===== config.mk =====
export PLATFORM = sky130hd
export DESIGN_NAME = approx_adder_error_sweeper
export DESIGN_NICKNAME = d
export VERILOG_FILES = /design/src/rtl/approx_sweep_pkg.sv /design/src/rtl/approx_sweep_acc.sv /design/src/rtl/approx_adder_error_sweeper.sv
export SDC_FILE = /design/constraint.sdc
export NUM_CORES = 1
export LEC_CHECK = 0
export ABC_AREA = 1
export BUFFER_PORTS_ARGS = -buffer_cell sky130_fd_sc_hd__buf_2
export CORE_ASPECT_RATIO = 0.8
export CORE_UTILIZATION = 55
export CTS_CLUSTER_DIAMETER = 200
export DETAILED_ROUTE_END_ITERATION = 7
export PLACE_DENSITY = 0.83
export SYNTH_ARGS = -nofsm -noshare
export SYNTH_HDL_FRONTEND = slang
export SYNTH_SLANG_ARGS = --single-unit
export TNS_END_PERCENT = 100

===== constraint.sdc =====
create_clock -name clk -period 9 [get_ports clk]
set_clock_uncertainty 0.05 [all_clocks]
set_input_delay 0.45 -clock clk [delete_from_list [all_inputs] [get_ports clk]]
set_output_delay 0.45 -clock clk [all_outputs]
set_load 0.03 [all_outputs]

===== src/rtl/approx_sweep_pkg.sv =====
// Shared types and arithmetic helpers for the approximate-adder error sweeper.
// Helpers work on 32-bit values so the modules can size the results to their own widths.
package approx_sweep_pkg;

    typedef enum logic [1:0] {
        IDLE,
        APPLY,
        SAMPLE,
        DONE
    } state_e;

    // Operand a is the low half of the vector, operand b the high half.
    function automatic int unsigned exact_sum(input int unsigned vec, input int unsigned ni);
        int unsigned half;
        int unsigned mask;
        half = ni / 2;
        mask = (32'd1 << half) - 32'd1;
        return (vec & mask) + ((vec >> half) & mask);
    endfunction

    function automatic int unsigned abs_diff(input int unsigned x, input int unsigned y);
        return (x > y) ? (x - y) : (y - x);
    endfunction

endpackage


===== src/rtl/approx_sweep_acc.sv =====
// Per-sample error accumulator: running max, nonzero-error count, error sum and
// a latch of the first vector whose error exceeds the threshold.
module approx_sweep_acc
    import approx_sweep_pkg::*;
#(
    parameter int unsigned NI = 4,
    parameter int unsigned NO = 3,
    parameter int unsigned ET = 4
) (
    input  logic             clk,
    input  logic             rst,
    input  logic             clr_i,
    input  logic             en_i,
    input  logic [NO-1:0]    err_i,
    input  logic [NI-1:0]    vec_i,
    output logic [NO-1:0]    max_err_o,
    output logic [NI:0]      err_count_o,
    output logic [NI+NO-1:0] err_sum_o,
    output logic [NI-1:0]    fail_vec_o,
    output logic [NO-1:0]    max_next_o,
    output logic             over_et_o
);

    logic [NO-1:0]    max_q;
    logic [NI:0]      count_q;
    logic [NI+NO-1:0] sum_q;
    logic [NI-1:0]    fail_vec_q;
    logic             fail_seen_q;

    assign over_et_o  = 32'(err_i) > ET;
    // Exposed so the sequencer can judge pass/fail in the same cycle as the last sample.
    assign max_next_o = (en_i && (err_i > max_q)) ? err_i : max_q;

    // NOTE: sequential state uses non-blocking assignments so every register samples
    // pre-edge values; blocking here would chain updates within one clock.
    always_ff @(posedge clk) begin
        if (rst || clr_i) begin
            max_q       <= '0;
            count_q     <= '0;
            sum_q       <= '0;
            fail_vec_q  <= '0;
            fail_seen_q <= 1'b0;
        end else if (en_i) begin
            max_q   <= max_next_o;
            count_q <= count_q + {{NI{1'b0}}, (err_i != '0)};
            sum_q   <= sum_q + (NI+NO)'(err_i);
            if (over_et_o && !fail_seen_q) begin
                fail_vec_q  <= vec_i;
                fail_seen_q <= 1'b1;
            end
        end
    end

    assign max_err_o   = max_q;
    assign err_count_o = count_q;
    assign err_sum_o   = sum_q;
    assign fail_vec_o  = fail_vec_q;

endmodule


===== src/rtl/approx_adder_error_sweeper.sv =====
// Sequencer that drives every input vector into a combinational approximate adder,
// waits LAT cycles, and accumulates the error against the exact sum.
module approx_adder_error_sweeper
    import approx_sweep_pkg::*;
#(
    parameter int unsigned NI         = 4,
    parameter int unsigned NO         = 3,
    parameter int unsigned ET         = 4,
    parameter int unsigned LAT        = 1,
    parameter bit          EARLY_EXIT = 1'b0
) (
    input  logic             clk,
    input  logic             rst,
    input  logic             start,
    input  logic             abort,
    output logic [NI-1:0]    approx_in,
    input  logic [NO-1:0]    approx_out,
    output logic             busy,
    output logic             done,
    output logic             pass,
    output logic [NO-1:0]    max_err,
    output logic [NI:0]      err_count,
    output logic [NI+NO-1:0] err_sum,
    output logic [NI-1:0]    fail_vec
);

    localparam int unsigned   WW        = (LAT > 1) ? $clog2(LAT) : 1;
    localparam logic [WW-1:0] WAIT_LAST = WW'(LAT - 1);
    localparam logic [NI-1:0] VEC_LAST  = '1;

    state_e        state_q, state_d;
    logic [NI-1:0] vec_q, vec_d;
    logic [WW-1:0] wait_q, wait_d;
    logic          pass_q, pass_d;

    logic          acc_clr, acc_en, over_et;
    logic [NO-1:0] exact, err, max_next;

    assign exact = NO'(exact_sum(32'(vec_q), NI));
    assign err   = NO'(abs_diff(32'(approx_out), 32'(exact)));

    approx_sweep_acc #(
        .NI (NI),
        .NO (NO),
        .ET (ET)
    ) u_acc (
        .clk         (clk),
        .rst         (rst),
        .clr_i       (acc_clr),
        .en_i        (acc_en),
        .err_i       (err),
        .vec_i       (vec_q),
        .max_err_o   (max_err),
        .err_count_o (err_count),
        .err_sum_o   (err_sum),
        .fail_vec_o  (fail_vec),
        .max_next_o  (max_next),
        .over_et_o   (over_et)
    );

    // NOTE: every signal gets a default before the case so no path leaves one
    // unassigned, which would otherwise infer a latch.
    always_comb begin
        state_d = state_q;
        vec_d   = vec_q;
        wait_d  = wait_q;
        pass_d  = pass_q;
        acc_clr = 1'b0;
        acc_en  = 1'b0;
        unique case (state_q)
            IDLE: begin
                if (start) begin
                    acc_clr = 1'b1;
                    pass_d  = 1'b0;
                    vec_d   = '0;
                    wait_d  = '0;
                    state_d = APPLY;
                end
            end
            APPLY: begin
                if (abort) begin
                    wait_d  = '0;
                    state_d = IDLE;
                end else if (wait_q == WAIT_LAST) begin
                    wait_d  = '0;
                    state_d = SAMPLE;
                end else begin
                    wait_d = wait_q + 1'b1;
                end
            end
            SAMPLE: begin
                if (abort) begin
                    state_d = IDLE;
                end else begin
                    acc_en = 1'b1;
                    if ((vec_q == VEC_LAST) || (EARLY_EXIT && over_et)) begin
                        pass_d  = 32'(max_next) <= ET;
                        state_d = DONE;
                    end else begin
                        vec_d   = vec_q + 1'b1;
                        state_d = APPLY;
                    end
                end
            end
            DONE: begin
                state_d = IDLE;
            end
            default: state_d = IDLE;
        endcase
    end

    always_ff @(posedge clk) begin
        if (rst) begin
            state_q <= IDLE;
            vec_q   <= '0;
            wait_q  <= '0;
            pass_q  <= 1'b0;
        end else begin
            state_q <= state_d;
            vec_q   <= vec_d;
            wait_q  <= wait_d;
            pass_q  <= pass_d;
        end
    end

    // approx_in is the vector register itself, so it holds through SAMPLE and in IDLE.
    assign approx_in = vec_q;
    assign busy      = (state_q == APPLY) || (state_q == SAMPLE);
    assign done      = (state_q == DONE);
    assign pass      = pass_q;

endmodule


**After elaboration in Yosys (flattened, before gate mapping)**

Cells that the tools add are included.

- Word-level logic and storage cells: 66
- Flip-flop bits (word level): 28

- Mux-type cells: 23
- Reduce and logical (&&, ||, !) cells: 14
- $lt $le $gt $ge: 4
- Add/subtract/negate cells: 7
- Eq/ne operators: 9

Operator list:

| cell | number |
|---|---|
| two-way mux 4 bit | 3 |
| two-way mux 2 bit | 5 |
| two-way mux 1 bit | 9 |
| inequality test 2 bit (second input constant) | 4 |
| case mux 2 bit (4 select lines) | 1 |
| case mux 4 bit (2 select lines) | 1 |
| AND reduction 4 bit | 2 |
| adder 7 x 3 -> 7 bit | 1 |
| > comparator 3 bit | 2 |
| two-way mux 3 bit | 2 |
| AND reduction 2 bit | 3 |
| subtractor 3 bit | 2 |
| adder 5 x 1 -> 5 bit | 1 |
| adder 4 x 1 -> 4 bit (second input constant) | 1 |
| == test 2 bit (second input constant) | 2 |
| == test 4 bit (second input constant) | 1 |
| case mux 1 bit (2 select lines) | 2 |
| nonzero test 2 bit | 2 |
| adder 2 x 2 -> 3 bit | 1 |
| > comparator 3 bit (second input constant) | 1 |
| <= comparator 3 bit (second input constant) | 1 |
| inequality test 3 bit (second input constant) | 1 |
| nonzero test 3 bit | 1 |
| == test 2 x 1 -> 1 bit (second input constant) | 1 |
| other kinds (5) | 7 |

**Longest topological paths before layout**

- Word-level depth: 10
- Mapped depth: 21
- Depth with buffers taken out: 21

**Cells and area by module**

A second synthesis with hierarchy kept.

- Cell total of the unflattened synthesis: 252
- Area, all modules: 1830.5 um^2

By module, submodules not included:

| module | cells each | times used | area each (um^2) |
|---|---|---|---|
| approx_sweep_acc | 147 | 1 | 1076.0 |
| approx_adder_error_sweeper | 105 | 1 | 754.5 |

**Worst setup path before layout**

OpenSTA, ideal clock, no wires.

- Path kind: register -> register
- Start point: register vec_q[0] (netlist: approx_in[0])
- End point: register pass_q (netlist: pass)
- Clock period less this slack: 3.190 ns
- Required time: 8.880 ns
- Buffers on the path: 0
- Path slack: 5.810 ns
- Data arrival time: 3.070 ns
- Cell stages (with the launch flop): 20
- Library setup time: 0.070 ns
- Cells stage by stage: dfxtp_1 ha_1 fa_1 inv_1 fa_1 xor2_1 nand2_1 nand2_1 inv_1 ha_1 nand2_1 nor2_1 nor2_1 nor2_1 nand2_1 nand2_1 nand3_1 nand2_1 nand2_1 a21oi_1

- Cells in the longest elaborated chain, start to end: 10

RTL lines:

| what | line | text |
|---|---|---|
| start, declared | approx_adder_error_sweeper.sv:32 | `logic [NI-1:0] vec_q, vec_d;` |
| start signal, assigned | approx_adder_error_sweeper.sv:120 | `vec_q <= vec_d;` |
| adder 2 x 2 -> 3 bit | approx_sweep_pkg.sv:18 | `return (vec & mask) + ((vec >> half) & mask);` |
| subtractor 3 bit / > comparator 3 bit (equally long branches) | approx_sweep_pkg.sv:22 | `return (x > y) ? (x - y) : (y - x);` |
| two-way mux 3 bit | approx_sweep_pkg.sv:22 |  |
| > comparator 3 bit | approx_sweep_acc.sv:32 | `assign max_next_o = (en_i && (err_i > max_q)) ? err_i : max_q;` |
| logical AND 1 bit | approx_sweep_acc.sv:32 |  |
| two-way mux 3 bit | approx_sweep_acc.sv:32 |  |
| <= comparator 3 bit | approx_adder_error_sweeper.sv:97 | `pass_d = 32'(max_next) <= ET;` |
| two-way mux 1 bit | approx_adder_error_sweeper.sv:96 | `if ((vec_q == VEC_LAST) \|\| (EARLY_EXIT && over_et)) begin` |
| two-way mux 1 bit | approx_adder_error_sweeper.sv:92 | `if (abort) begin` |
| case mux 1 bit (2 select lines) | approx_adder_error_sweeper.sv:70 | `unique case (state_q)` |
| end signal, assigned | approx_adder_error_sweeper.sv:122 | `pass_q <= pass_d;` |
| end, declared | approx_adder_error_sweeper.sv:34 | `logic pass_q, pass_d;` |

Parallel ways exist; a longest one is shown, timed or not. The select of a mux whose other input is x is not followed.
A chain may end at the register's enable or synchronous reset.

**Worst setup path after layout**

Ends and elaborated chain as after synthesis.

==> summary.md <==
| Metric | Value |
|---|---|
| EDFF count, synth | `0` |
| Post-route DRC | `0` |
| Yosys top cell area share | `32.83%` |
| Final Core Density | `67.51%` |
| # fillers | `254` |
| Most numerous cell in the Yosys netlist | `nand2_1` |
| Mean Syn Cell Area | `7.588 um2` |
| TritonRoute pass-1 iters | `4` |
| Slew Limit Fails | `0` |
| Gate Count Post-Synth | `217` |
| Resize count post-CTS | `0` |
| Gate power share | `16.3%` |
| Final setup TNS | `0 ns` |
| Final setup viols | `0` |
| Die Wd | `63.18 um` |
| Die area | `0.003218 mm2` |
| Diode count | `0` |
| Clk root buf | `clkbuf_8` |
| Number of H-tree levels | `1` |
| Hold bufs inserted after CTS | `0` |
| Dpl cell area | `0.001846 mm2` |
| Reg clk slew, reported paths | `0.10 ns` |
| Fmax | `293.0 MHz` |
| Power density cells | `123.3 mW/mm2` |
| GP Congestion | `0.9003` |
| Reg2reg end | `pass` |
| Post-synth top cells | `nand2_1 (34), nor2_1 (32), inv_1 (29)` |
| Cell taking the most area after synthesis | `dfxtp_1` |
| Maxcap violations | `0` |
| Register Area | `540.5 um2` |
| Clock Power Share | `31.7%` |
| Worst slew margin | `71.13%` |
| Total wire length | `3.356 mm` |
| Gr ovfl total | `0` |
| Crit path time final | `3.413 ns` |
| Largest net degree at the start of global routing | `18` |
| Rows | `17` |
| CTS tree | `yes` |
| Clock sink total | `27` |
| Sw Ratio | `29.07%` |
| Worst hold path type | `input port to flip-flop` |
| Outcome | `completed` |
| Area Growth Syn to Fin | `15.12%` |
| Post-synth ARST share | `0%` |
| Ranking of synthesized cells by area | `dfxtp_1 (33%), ha_1 (15%), nand2_1 (7.8%)` |
| Peak supply drop | `0.00009243 V` |
| I/O pin count | `33` |
| Vias post-DR | `1454` |
| Initial antenna violation count | `0` |
| Fin area | `0.001896 mm2` |
| Warnings from Yosys | `0` |
| Final ANT Viol Nets | `0` |
| NetSw | `67.94 uW` |
| Sequential fraction of the synthesis area | `32.83%` |
| Pint | `165.8 uW` |
| Sequential share of power | `52.0%` |
| #FFs+latches synth | `27` |
| R2R Setup Slk | `5.59 ns` |
| Crit Path Category | `flip-flop to flip-flop` |
| Share of cells above drive strength 1 | `17.93%` |
| Setup Buffers After CTS | `0` |
| Critical Path Sink | `pass` |
| Vias in the first global route | `1322` |
| Setup crit start | `approx_in[0]` |
| Unrepaired setup endpoints after global routing | `false` |
| Layout Nets | `283` |
| Mean routed wirelength per cell | `11.61 um` |
| Min Hold Slack | `0.3389 ns` |
| Num CTS Buffers | `3` |
| Startpoint Class | `flip-flop` |
| Leakage | `0.9423 nW` |
| Core area | `0.002808 mm2` |
| Reg2reg start | `approx_in[0]` |
| Die Ht | `50.94 um` |
| WP data arrival | `3.58 ns` |
| Initial DRC Count | `81` |
| CP max FO | `6` |
| Least-Margin Pin Slew | `0.4321 ns` |
| DR vias/cell | `5.031` |
| Reg2reg path depth | `19` |
| Final worst-path cycle share | `37.92%` |
| Worst setup EP type | `flip-flop` |
| Multi-input logic area | `973.4 um2` |
| DP HPWL | `2.609 mm` |
| Final Hold Viols | `0` |
| Worst Path Required | `9.17 ns` |
| Syn nets | `248` |
| Synth Flop Type | `dfxtp_1` |
| Clock buffer depth | `2` |
| Total Routing Usage GR | `22.49%` |
| Initial core utilization | `58.65%` |
| Clock latency at the later pin of the worst-skew pair | `0.28 ns` |
| First-pass GRT wire length | `5.685 mm` |
| Synth Cell Area | `0.001647 mm2` |
| PortBufs | `32` |
| Number of distinct library cells after synthesis | `25` |
[how the worst min path moves through the flow]
stage	startpoint	endpoint	slack, ns	depth (start not counted)
4_1_cts	rst	approx_in[1]	0.33	2
5_1_grt	rst	approx_in[1]	0.32	2
2_1_floorplan	u_acc.fail_seen_q	u_acc.fail_seen_q	0.39	2
6_report	rst	approx_in[1]	0.34	2
3_5_place_dp	u_acc.fail_seen_q	u_acc.fail_seen_q	0.40	2
3_3_place_gp	u_acc.fail_seen_q	u_acc.fail_seen_q	0.39	2
[worst max-delay path, stage by stage (launching register included)]
cell and delay [ns]:
dfxtp_1 0.38, ha_1 0.23, fa_1 0.56, inv_1 0.10
fa_1 0.41, xor2_1 0.14, nand2_1 0.09, nand2_1 0.11
inv_1 0.07, ha_1 0.34, nand2_1 0.08, nor2_1 0.10
nor2_1 0.06, nor2_1 0.16, nand2_1 0.07, nand2_1 0.09
nand3_1 0.08, nand2_1 0.07, nand2_1 0.05, a21oi_1 0.11
[registers in the layout, summed over array words and instances (netlist names)]
name,count
approx_in,4
u_acc.fail_vec_o,4
state_q,2
u_acc.err_sum_o,7
u_acc.err_count_o,5
u_acc.fail_seen_q,1
pass,1
u_acc.max_err_o,3
[layer usage]
layer / part of all wire (%) / up-vias / track usage (%)
li1: - / 765 / -
met1: 50 / 642 / 29.42
met2: 45 / 41 / 37.81
met3: 4.5 / 6 / 4.688
met4: 0.98 / 0 / 6.061
met5: 0 / - / 0
[layout by cell type, fill, tap and decap left out, drive strengths merged, types with 2 or more instances in the layout]
cell type,synthesis,layout
xor2,4,4
inv,31,32
ha,20,20
and3,2,2
fa,4,4
nor3,4,4
dfxtp,27,27
nand2,36,36
o21ai,14,14
nor2,35,35
buf,1,32
xnor2,2,2
nand3,16,16
clkbuf,1,3
a21oi,16,16
[cell families (layout without fill, tap and decap cells)]
group	after synthesis	count (layout)	synth area share, %
buffers and inverters	34	68	8.054
adder cells (fa/ha/maj)	24	24	20.06
XOR/XNOR	6	6	3.191
flip-flops	27	27	32.83
AND/OR/NAND/NOR	94	94	25.08
AO/OA/AOI/OAI	32	32	10.79
[power groups by stage]
stage / clock (mW) / sequential (mW) / combinational [mW]
2_1_floorplan: 0 / 0.125 / 0.0282
3_3_place_gp: 0 / 0.124 / 0.0363
3_5_place_dp: 0 / 0.124 / 0.0376
4_1_cts: 0.0773 / 0.121 / 0.0380
5_1_grt: 0.0833 / 0.122 / 0.0430
6_report: 0.0741 / 0.121 / 0.0382
[final cells by class]
class / count / share of cell area (%)
sequential: 27 / 28.51
clock inverter: 1 / 0.4620
multi-input combinational: 156 / 51.35
inverter: 32 / 6.535
clock buffer: 3 / 2.178
timing repair buffer: 32 / 8.449
tap: 38 / 2.508
[stage by stage]
stage	power [mW]	std cells	setup WS, ns
6_report	0.2337	289	5.587
5_1_grt	0.2480	289	5.341
4_1_cts	0.2367	289	5.617
3_5_place_dp	0.1618	285	5.634
3_3_place_gp	0.1605	285	5.822
2_1_floorplan	0.1529	217	5.810
(Power assumes the default switching activity.)
